===== config.mk =====
export PLATFORM = sky130hd
export DESIGN_NAME = serial_subtractor
export DESIGN_NICKNAME = d
export VERILOG_FILES = /design/src/rtl/serial_subtractor.sv
export SDC_FILE = /design/constraint.sdc
export NUM_CORES = 1
export LEC_CHECK = 0
export BUFFER_PORTS_ARGS = -buffer_cell sky130_fd_sc_hd__buf_2
export CORE_UTILIZATION = 45
export DETAILED_ROUTE_END_ITERATION = 8
export GPL_TIMING_DRIVEN = 0
export PLACE_DENSITY_LB_ADDON = 0.25
export SETUP_SLACK_MARGIN = 0.1
export SKIP_CTS_REPAIR_TIMING = 1
export SLEW_MARGIN = 10
export SYNTH_ARGS = -nofsm -noshare
export SYNTH_HDL_FRONTEND = slang
export SYNTH_SLANG_ARGS = --single-unit

===== constraint.sdc =====
create_clock -name clk -period 2.4 [get_ports clk]
set_input_delay 0.12 -clock clk [delete_from_list [all_inputs] [get_ports clk]]
set_output_delay 0.12 -clock clk [all_outputs]
set_load 0.02 [all_outputs]

===== src/rtl/serial_subtractor.sv =====
// serial_subtractor: bit-serial a - b (a + ~b + 1), one bit per clock, LSB first
module serial_subtractor #(
  parameter int WIDTH = 4
) (
  input  logic             clk,
  input  logic             rst_n,
  input  logic             start,
  input  logic [WIDTH-1:0] a,
  input  logic [WIDTH-1:0] b,
  output logic             busy,
  output logic             done,
  output logic [WIDTH-1:0] diff,
  output logic             borrowout,
  output logic             overflow
);
  localparam int CW = $clog2(WIDTH);
  typedef enum logic {IDLE, SHIFT} state_t;
  state_t           state_q, state_d;
  logic [WIDTH-1:0] a_q, a_d, b_q, b_d, res_q, res_d, diff_q, diff_d;
  logic [CW-1:0]    cnt_q, cnt_d;
  logic             c_q, c_d, bo_q, bo_d, ov_q, ov_d, done_q, done_d;
  logic             sum, cout;
  assign sum  = a_q[0] ^ b_q[0] ^ c_q;
  assign cout = (a_q[0] & b_q[0]) | (c_q & (a_q[0] ^ b_q[0]));
  always_comb begin
    state_d = state_q;
    a_d     = a_q;
    b_d     = b_q;
    c_d     = c_q;
    cnt_d   = cnt_q;
    res_d   = res_q;
    diff_d  = diff_q;
    bo_d    = bo_q;
    ov_d    = ov_q;
    done_d  = 1'b0;
    if (state_q == IDLE) begin
      if (start) begin
        state_d = SHIFT;
        a_d     = a;
        b_d     = ~b;
        c_d     = 1'b1;
        cnt_d   = '0;
      end
    end else begin
      res_d = {sum, res_q[WIDTH-1:1]};
      a_d   = a_q >> 1;
      b_d   = b_q >> 1;
      c_d   = cout;
      cnt_d = cnt_q + CW'(1);
      // c_q here is the carry into the MSB
      if (cnt_q == CW'(WIDTH-1)) begin
        state_d = IDLE;
        diff_d  = res_d;
        bo_d    = ~cout;
        ov_d    = c_q ^ cout;
        done_d  = 1'b1;
      end
    end
  end
  always_ff @(posedge clk or negedge rst_n) begin
    if (!rst_n) begin
      state_q <= IDLE;
      a_q     <= '0;
      b_q     <= '0;
      c_q     <= 1'b0;
      cnt_q   <= '0;
      res_q   <= '0;
      diff_q  <= '0;
      bo_q    <= 1'b0;
      ov_q    <= 1'b0;
      done_q  <= 1'b0;
    end else begin
      state_q <= state_d;
      a_q     <= a_d;
      b_q     <= b_d;
      c_q     <= c_d;
      cnt_q   <= cnt_d;
      res_q   <= res_d;
      diff_q  <= diff_d;
      bo_q    <= bo_d;
      ov_q    <= ov_d;
      done_q  <= done_d;
    end
  end
  assign busy      = (state_q == SHIFT);
  assign done      = done_q;
  assign diff      = diff_q;
  assign borrowout = bo_q;
  assign overflow  = ov_q;
endmodule


==> results of run 1 <==
## metal layers
metal  global-route usage, %  wire [um]  vias up
met3                    3.77         45        3
met5                       0          0        -
met4                    8.82         23        0
met1                    23.9        752      292
li1                        -          -      295
met2                    24.4        769       15
## synth_stat cells, types with 2 or more instances
master   number
buf_6         3
dfrtp_1      22
inv_1         6
mux2_2        8
mux2i_1       6
nand2_1       3
nor2_1        2
nor2b_1       5
o21ai_0       3
o31a_1        3
or2b_1        3
## kinds of logic after synthesis
group,share of synthesized area [%]
xor gates and xnor gates,0.907
AOI/OAI and AO/OA,7.25
muxes,15.5
and+or+nand+nor,10.1
buffers and inverters,5.83
adders and majority gates,3.37
DFF,57.0
## cells in the final DEF (no fill, tap or decap), types with 5 or more instances in the layout
cell type / Yosys / routed
nor2b_1: 5 / 5
mux2_2: 8 / 8
mux2i_1: 6 / 6
buf_2: 0 / 18
inv_1: 6 / 6
dfrtp_1: 22 / 22
## power by group
part / switching [uW] / internal [uW] / leakage, uW
clock: 107 / 92.6 / 0.0000210
combinational: 314 / 315 / 0.000283
sequential: 89.5 / 540 / 0.000269
## worst max path at each step
stage	end	from	slack, ns	cells after the start
floorplan	overflow	a_q[0]	1.07	4
global placement	overflow	a_q[0]	1.00	4
detailed placement	overflow	a_q[0]	1.00	4
CTS	overflow	a_q[0]	0.95	4
global route	overflow	a_q[0]	0.89	4
finish	overflow	a_q[0]	0.96	4
## stage by stage
stage / total power (uW) / cells / hold slack (ns)
global placement: 1240 / 119 / 0.108
finish: 1460 / 125 / 0.0722
floorplan: 1100 / 74 / -0.176
global route: 1570 / 125 / 0.0700
CTS: 1480 / 123 / -0.233
detailed placement: 1270 / 119 / 0.114
## layout make-up
type                       instances  area share [%]
sequential                        22            48.0
multi-input combinational         43            31.3
timing repair buffer              20            9.61
clock buffer                       4            3.17
buffer                             3            2.95
tap                               27            2.95
inverter                           6            1.97
## worst max-delay path, stage by stage, from the launching register on
cell and delay (ns):
dfrtp_1 0.38, inv_1 0.06, fa_1 0.48, xnor2_1 0.16, mux2_2 0.26
## registers in the layout, indices dropped and copies added (netlist names)
| signal | flops |
|---|---|
| a_q | 4 |
| b_q | 4 |
| borrowout | 1 |
| busy | 1 |
| c_q | 1 |
| cnt_q | 2 |
| diff | 4 |
| done | 1 |
| overflow | 1 |
| res_q | 3 |
==> PnR_summary.wiki, run 1 <==
{| class="wikitable"
! Metric !! Value
|-
| CTS clock-pin slew for the worst setup and hold paths || between 0.1 and 0.15 ns
|-
| Worst path required time || 2.60 ns
|-
| First-pass GRT wire length || 2880 um
|-
| Post-Synthesis Net Count || between 80 and 90
|-
| Register-to-Register Path Depth || 4
|-
| Number of distinct library cells after synthesis || 21
|-
| IO buf count || 18
|-
| Share of the yosys chip area belonging to registers || 57.0%
|-
| Fin. max-slew vios || 0
|-
| Number of hold violations in the final report || 0
|-
| Critical path arrival || 1.64 ns
|-
| Warnings, synthesis || 0
|-
| Initial antenna violation count || 0
|-
| Count of endpoints failing setup in the final report || 0
|-
| Placement-stage cell area || 1090 um2
|-
| Type of the tightest min-delay check || in -> reg
|-
| Vertical die dimension || around 48 um
|-
| Power density over the cells || roughly 1300 nW/um2
|-
| Number of fillers in the final layout || between 150 and 200
|-
| Fraction of final layout cells sized beyond drive strength 1 || a little over a third
|-
| DRC || 0
|-
| Clock period minus final worst setup slack || 1.44 ns
|-
| Highest attainable clock frequency || 696 MHz
|-
| Final GP Congestion || roughly 0.67
|-
| Starting density of the core || around half
|-
| Number of global-route vias before repair || between 600 and 700
|-
| Die area || about 2300 um2
|-
| Final net count || roughly 110
|-
| Library cell occupying the most area in the post-synthesis netlist || dfrtp_1
|-
| Standard-cell row count || 16
|-
| Slew at the pin with the worst max-slew slack || about 0.48 ns
|-
| Count of maximum capacitance violations || 0
|-
| Cell depth of the worst hold path || 3
|-
| Worst slack, placed || around 1 ns
|-
| Layout area overhead || 18.7%
|-
| Post-synthesis instance total || 74
|-
| Startpoint types || flop
|-
| Max_slew headroom || between 60 and 70%
|-
| Num CTS Buffers || 3
|-
| Area of the multi-input gates || roughly 360 um2
|-
| Clock sinks || 22
|-
| Worst Skew || roughly 0.0031 ns
|-
| Core area || between 1500 and 2000 um2
|-
| Clock tree root buffer cell || clkbuf_4
|-
| Minimum setup slack in the final design || 0.962 ns
|-
| Hold Path Origin || a[3]
|-
| Classification of the worst setup path || reg -> reg
|-
| Area share of the largest cell type after synthesis || a little under three fifths
|-
| Remaining global-route overflow || 0
|-
| Post-synth EDFFs || 0
|-
| Destination of the worst hold path || a_q[3]
|-
| Status || finished, final reports clean
|-
| Summed instance area of the synthesized netlist || 966 um2
|-
| R2R setup slack || 0.96 ns
|-
| Post-route design area || ~1100 um2
|-
| Flip-flop and latch count after synthesis || 22
|-
| Share of synthesized registers carrying an async set or reset || between 90% and 100%
|-
| Area occupied by registers || about 550 um2
|-
| Post-detail-place hpwl || 1100 um
|-
| Total track usage || 16.9%
|-
| Maximum number of pins on one net before global-route repair || 23
|-
| Synth top area cells || dfrtp_1 57%, mux2_2 9.3%, mux2i_1 6.2%, buf_6 3.5%, nor2b_1 3.2%
|-
| Setup tns final || 0 ns
|-
| Total Wirelength || between 1500 and 2000 um
|-
| Count of nets left with antenna violations after detail routing || 0
|-
| Crit Path Max Fanout || 3
|-
| Flip-flop cell with the highest count after synthesis || dfrtp_1
|-
| # H-tree levels || 1
|-
| Peak VDD IR || approximately 0.67 mV
|-
| DR iter-0 viols || 4
|-
| Clock tree from TritonCTS || built
|-
| Via Count || between 600 and 700
|-
| Endpoint of the lowest-slack register-to-register path || overflow
|-
| Share of the clock period used by the worst path after layout || 59.9%
|-
| First-pass detailed-route iteration total || 4
|-
| Largest buffer count on any clock path || 2
|-
| R2R Path Start || a_q[0]
|-
| IO Pins || 19
|-
| Die X || 48.3 um
|-
| Setup crit end kind || flop
|-
| Latest clock arrival within the worst-skew pair || around 0.30 ns
|-
| Final core area utilization || around 58%
|-
| Syn avg cell area || roughly 13 um2
|-
| Setup repair after global routing missed its margin || no
|-
| Routed vias/inst || around 4.8
|-
| Cell leakage power || 0.000573 uW
|-
| Antenna diode count || 0
|-
| Drt wl/cell || 12.7 um
|}
No activity file was read; power rests on OpenSTA's default activity.
==> inputs of run 2 (changes only) <==
--- a/config.mk
+++ b/config.mk
@@ -5,6 +5,7 @@
 export SDC_FILE = /design/constraint.sdc
 export NUM_CORES = 1
 export LEC_CHECK = 0
+export ABC_AREA = 1
 export BUFFER_PORTS_ARGS = -buffer_cell sky130_fd_sc_hd__buf_2
 export CORE_UTILIZATION = 45
 export DETAILED_ROUTE_END_ITERATION = 8
==> constraint.sdc (replaced) <==
create_clock -name clk -period 1.4 [get_ports clk]
set_input_delay 0.07 -clock clk [delete_from_list [all_inputs] [get_ports clk]]
set_output_delay 0.07 -clock clk [all_outputs]
set_load 0.02 [all_outputs]
==> run 2 against run 1 <==
Flip-flop and latch count unchanged. First-iteration DRC count down 25%. Sequential share of layout area up 0.75 points. Critical path depth up 2. Critical endpoint unchanged. Largest power group unchanged.
==> PnR_summary.wiki, run 2 <==
{| class="wikitable"
! Metric !! Value
|-
| Status || finished, final reports clean
|-
| Number of hold violations in the final report || 0
|-
| Most used cells in the layout excluding fill and tap cells || 39 x nand2_1, 22 x dfrtp_1, 18 x buf_2, 12 x inv_1, 10 x nand3_1
|-
| Via Count || 720
|-
| CP Launch Point || a_q[0]
|-
| Die area || around 2300 um2
|-
| CTS clock-pin slew for the worst setup and hold paths || between 0.1 and 0.15 ns
|-
| Largest buffer count on any clock path || 2
|-
| Setup repair after global routing missed its margin || no
|-
| Routed vias/inst || 4.68
|-
| Post-synth EDFFs || 0
|-
| Area of the multi-input gates || approximately 320 um2
|-
| Minimum setup slack in the final design || approximately 0.19 ns
|-
| Number of global-route vias before repair || 580
|-
| Clock tree root buffer cell || clkbuf_4
|-
| R2R Path Start || a_q[0]
|-
| Synth top area cells || dfrtp_1 58%, nand2_1 16%, nand3_1 5.3%, inv_1 4.8%, o21ai_2 3.7%
|-
| Area occupied by registers || between 500 and 600 um2
|-
| Count of maximum capacitance violations || 0
|-
| Standard-cell row count || 16
|-
| Share of the yosys chip area belonging to registers || about three fifths
|-
| Flip-flop cell with the highest count after synthesis || dfrtp_1
|-
| Post-synth top cells || 39 x nand2_1, 22 x dfrtp_1, 12 x inv_1
|-
| IO buf count || 18
|-
| CP max stage delay || approximately 0.4 ns
|-
| Starting density of the core || roughly half
|-
| Critical path arrival || approximately 1.4 ns
|-
| Slew at the pin with the worst max-slew slack || between 0.4 and 0.5 ns
|-
| Setup tns final || 0 ns
|-
| Fin. max-slew vios || 0
|-
| Most repeated cell in the gate-level netlist after synthesis || nand2_1
|-
| # H-tree levels || 1
|-
| Post-Synthesis Net Count || around 120
|-
| Fraction of final layout cells sized beyond drive strength 1 || between 20% and 30%
|-
| Remaining global-route overflow || 0
|-
| Largest delay contributor family on the critical path || adder cells
|-
| Share of synthesized registers carrying an async set or reset || between 90% and 100%
|-
| Clock sinks || 22
|-
| Final core area utilization || 57.5%
|-
| Setup crit end kind || flop
|-
| Count of nets left with antenna violations after detail routing || 0
|-
| Total track usage || 15.9%
|-
| Post-synthesis instance total || around 100
|-
| Worst path required time || between 1.5 and 2 ns
|-
| Library cell occupying the most area in the post-synthesis netlist || dfrtp_1
|-
| Worst path slowest cell || fa_2
|-
| Area share of the largest cell type after synthesis || between 50% and 60%
|-
| Worst Skew || about 0.0065 ns
|-
| Type of the tightest min-delay check || in -> reg
|-
| Total Wirelength || around 1600 um
|-
| DR iter-0 viols || 3
|-
| First-pass GRT wire length || roughly 2500 um
|-
| Max_slew headroom || 67.4%
|-
| Peak VDD IR || 0.823 mV
|-
| Vertical die dimension || about 48 um
|-
| Leading cell type in the layout, fill and taps excluded || nand2_1
|-
| Count of endpoints failing setup in the final report || 0
|-
| Share of the clock period used by the worst path after layout || between 80 and 90%
|-
| Flip-flop and latch count after synthesis || 22
|-
| Startpoint types || flop
|-
| IO Pins || 19
|-
| Antenna diode count || 0
|-
| Clock tree from TritonCTS || built
|-
| Post-detail-place hpwl || about 1100 um
|-
| Power density over the cells || slightly above 2000 nW/um2
|-
| Syn avg cell area || between 9 and 10 um2
|-
| Drt wl/cell || between 10 and 15 um
|-
| Worst path buffer plus inverter count || 2
|-
| Cell leakage power || 0.000615 uW
|-
| Latest clock arrival within the worst-skew pair || between 0.2 and 0.3 ns
|-
| Clock period minus final worst setup slack || roughly 1.2 ns
|-
| Core area || 1960 um2
|-
| Worst slack, placed || 0.133 ns
|-
| Number of distinct library cells after synthesis || 15
|-
| Number of fillers in the final layout || about 210
|-
| First-pass detailed-route iteration total || 4
|-
| Num CTS Buffers || 3
|-
| Die X || ~48 um
|-
| Final GP Congestion || about 0.74
|-
| Maximum number of pins on one net before global-route repair || 23
|-
| DRC || 0
|-
| Cells along the critical path || inv_1 > fa_2 > inv_1 > nand2_1 > nand3_1 > nand2_1
|-
| Summed instance area of the synthesized netlist || approximately 940 um2
|-
| Highest attainable clock frequency || roughly 820 MHz
|-
| Warnings, synthesis || 0
|-
| Final net count || between 100 and 150
|-
| Layout area overhead || 19.8%
|-
| Initial antenna violation count || 0
|-
| Classification of the worst setup path || reg -> reg
|-
| Hold Path Origin || b[1]
|-
| Crit Path Max Fanout || 3
|}
run 2: cell types whose count changed in the layout (fill, tap and decap cells not counted), sizes merged, moves of 3 or more:
cell | previous run | this run
nand2 | 4 | 40
nand3 | 0 | 10
mux2 | 8 | 0
inv | 6 | 12
mux2i | 6 | 0
o21ai | 3 | 9
nor2b | 5 | 0
o31a | 3 | 0
or2b | 3 | 0
run 2: per-layer routing:
| layer | track usage [%] | wire length [um] |
|---|---|---|
| met1 | 21.7 | 767 |
| met5 | 0 | 0 |
| met4 | 5.00 | 8 |
| met2 | 25.4 | 750 |
| met3 | 3.40 | 47 |
run 2: area by class of cell:
class,count,share of cell area (%)
buffer,3,2.66
clock buffer,3,2.00
inverter,12,3.99
multi-input combinational,65,28.3
sequential,22,48.8
tap,27,2.99
timing repair buffer,22,11.3
run 2: power breakdown:
group	internal [uW]	switching (uW)	total [uW]
clock network	99.9	170	270
registers	898	149	1050
logic	394	576	971
total	1390	896	2290
run 2: worst min-delay path: stages:
cell,delay [ns]
buf_2,0.07
inv_1,0.03
nand2_1,0.05
nand3_1,0.05
run 2: cell families (layout without fill, tap and decap cells):
logic type                 after synthesis  after routing  synth area share [%]
adders and majority gates                2              2                  3.45
AOI/OAI and AO/OA                       10             10                  7.17
DFF                                     22             22                  58.4
buffers and inverters                   15             40                  7.97
and+or+nand+nor                         53             53                  23.0
run 2: path summary, 6_finish.rpt:
kind                       slack (ns)  cells after the start       end
min in group asynchronous        0.27                      2    a_q[0]
max in group asynchronous        0.80                      2  overflow
max                              0.19                      6  overflow
min                              0.01                      4    b_q[1]
min reg2reg                      0.48                      1  cnt_q[0]
max reg2reg                      0.19                      6  overflow
run 2: stage by stage:
stage / instance area [um2] / hold WS, ns / power [uW] / std cells
after CTS: 1090 / -0.271 / 2290 / 150
after detailed placement: 1070 / 0.0578 / 2020 / 147
final: 1130 / 0.00979 / 2290 / 154
after global routing: 1130 / 0.00278 / 2530 / 154
after floorplan: 942 / -0.226 / 1750 / 102
after global placement: 1070 / 0.0556 / 1980 / 147
==> inputs of run 3 (changes only) <==
--- a/config.mk
+++ b/config.mk
@@ -7,10 +7,12 @@
 export LEC_CHECK = 0
 export ABC_AREA = 1
 export BUFFER_PORTS_ARGS = -buffer_cell sky130_fd_sc_hd__buf_2
+export CAP_MARGIN = 20
 export CORE_UTILIZATION = 45
 export DETAILED_ROUTE_END_ITERATION = 8
 export GPL_TIMING_DRIVEN = 0
 export PLACE_DENSITY_LB_ADDON = 0.25
+export RECOVER_POWER = 100
 export SETUP_SLACK_MARGIN = 0.1
 export SKIP_CTS_REPAIR_TIMING = 1
 export SLEW_MARGIN = 10
==> run 3 against run 2 <==
First-iteration DRC count rose to 3.0 times the previous value. Critical endpoint unchanged. Cell area fell by 4.3%. Largest power group unchanged. Combinational power fell by 16%.
==> PnR_summary.wiki, run 3 (same netlist as run 2, synthesis figures left out) <==
{| class="wikitable"
! Metric !! Value
|-
| Startpoint types || flop
|-
| Final net count || 142
|-
| DRC || 0
|-
| Largest buffer count on any clock path || 2
|-
| Initial antenna violation count || 0
|-
| Antenna diode count || 0
|-
| Drt wl/cell || between 10 and 15 um
|-
| Total track usage || about 16%
|-
| Total Wirelength || approximately 1600 um
|-
| Clock period minus final worst setup slack || 1.26 ns
|-
| Clock tree from TritonCTS || built
|-
| Routed vias/inst || 4.67
|-
| Number of hold violations in the final report || 0
|-
| Crit Path Max Fanout || 3
|-
| Die area || between 2000 and 2500 um2
|-
| Type of the tightest min-delay check || in -> reg
|-
| Die X || roughly 48 um
|-
| Post-detail-place hpwl || 1130 um
|-
| Number of global-route vias before repair || 580
|-
| Post-route design area || about 1100 um2
|-
| Most used cells in the layout excluding fill and tap cells || 40 x nand2_1, 22 x dfrtp_1, 12 x inv_1, 10 x nand3_1
|-
| Starting density of the core || around 48%
|-
| Standard-cell row count || 16
|-
| First-pass detailed-route iteration total || 4
|-
| Fraction of final layout cells sized beyond drive strength 1 || approximately 13%
|-
| Layout area overhead || 14.6%
|-
| Final GP Congestion || 0.743
|-
| Worst slack, placed || ~0.13 ns
|-
| Slew at the pin with the worst max-slew slack || between 0.5 and 0.6 ns
|-
| Worst path required time || roughly 1.6 ns
|-
| Minimum setup slack in the final design || roughly 0.14 ns
|-
| Worst Skew || 0.0106 ns
|-
| Maximum number of pins on one net before global-route repair || 23
|-
| Critical path arrival || 1.44 ns
|-
| Clock sinks || 22
|-
| # H-tree levels || 1
|-
| Latest clock arrival within the worst-skew pair || 0.30 ns
|-
| Setup crit end kind || flop
|-
| DR iter-0 viols || 9
|-
| Vertical die dimension || 47.8 um
|-
| Placement-stage cell area || 1070 um2
|-
| Leading cell type in the layout, fill and taps excluded || nand2_1
|-
| Num CTS Buffers || 3
|-
| Setup repair after global routing missed its margin || no
|-
| IO Pins || 19
|-
| Cell leakage power || 0.000576 uW
|-
| Count of nets left with antenna violations after detail routing || 0
|-
| Core area || 1960 um2
|-
| IO buf count || 18
|-
| Via Count || 719
|-
| Count of maximum capacitance violations || 0
|-
| Fin. max-slew vios || 0
|-
| Max_slew headroom || ~64%
|-
| Highest attainable clock frequency || 797 MHz
|-
| First-pass GRT wire length || between 2000 and 2500 um
|-
| Power after layout || ~2100 uW
|-
| Power density over the cells || 1980 nW/um2
|-
| Clock tree root buffer cell || clkbuf_4
|-
| Setup tns final || 0 ns
|-
| R2R setup slack || 0.14 ns
|-
| CTS clock-pin slew for the worst setup and hold paths || around 0.12 ns
|-
| Count of endpoints failing setup in the final report || 0
|-
| Status || finished, final reports clean
|-
| Classification of the worst setup path || reg -> reg
|-
| Remaining global-route overflow || 0
|-
| Peak VDD IR || about 0.78 mV
|-
| Share of the clock period used by the worst path after layout || 89.7%
|}
==> run 3: changes by cell type in the layout (fill, tap and decap cells not counted), sizes merged <==
cell / delta
buf: -12
clkbuf: +12
==> run 3: stage by stage <==
step                      instances  hold slack, ns  utilization, %
after global routing            154         0.00279            55.0
final                           154         0.00475            55.0
after detailed placement        147          0.0578            54.3
after global placement          147          0.0556            54.3
after CTS                       150          -0.271            55.5
after floorplan                 102          -0.226               -
==> run 3: final cells by class <==
| type | instances | area (um2) |
|---|---|---|
| buffer | 3 | 13.8 |
| fill | 224 | 882 |
| tap | 27 | 33.8 |
| multi-input combinational | 65 | 297 |
| timing repair buffer | 22 | 118 |
| inverter | 12 | 45.0 |
| clock buffer | 3 | 22.5 |
| sequential | 22 | 551 |
==> run 3: final timing paths <==
check / from / endpoint / depth (start not counted)
min: b[1] / b_q[1] / 4
max reg2reg: a_q[0] / overflow / 6
max: a_q[0] / overflow / 6
max in group asynchronous: rst_n / overflow / 2
min in group asynchronous: rst_n / a_q[0] / 2
min reg2reg: diff[2] / diff[2] / 2
==> run 3: metal layers <==
metal,track usage (%),vias to the layer above,part of all wire (%)
li1,-,365,-
met1,21.7,338,50
met2,25.4,14,47
met3,3.40,2,3.1
met4,5.00,0,0.50
met5,0,-,0
==> run 3: power breakdown <==
part	leakage, uW	internal, uW	switching, uW
Clock	0.0000138	100	174
Sequential	0.000280	898	147
Combinational	0.000282	289	525
==> run 3: critical path, stage by stage (launching register included) <==
cell and delay (ns):
dfrtp_1 0.37, inv_1 0.06, fa_1 0.46, inv_1 0.08
nand2_1 0.05, nand3_1 0.07, nand2_1 0.06
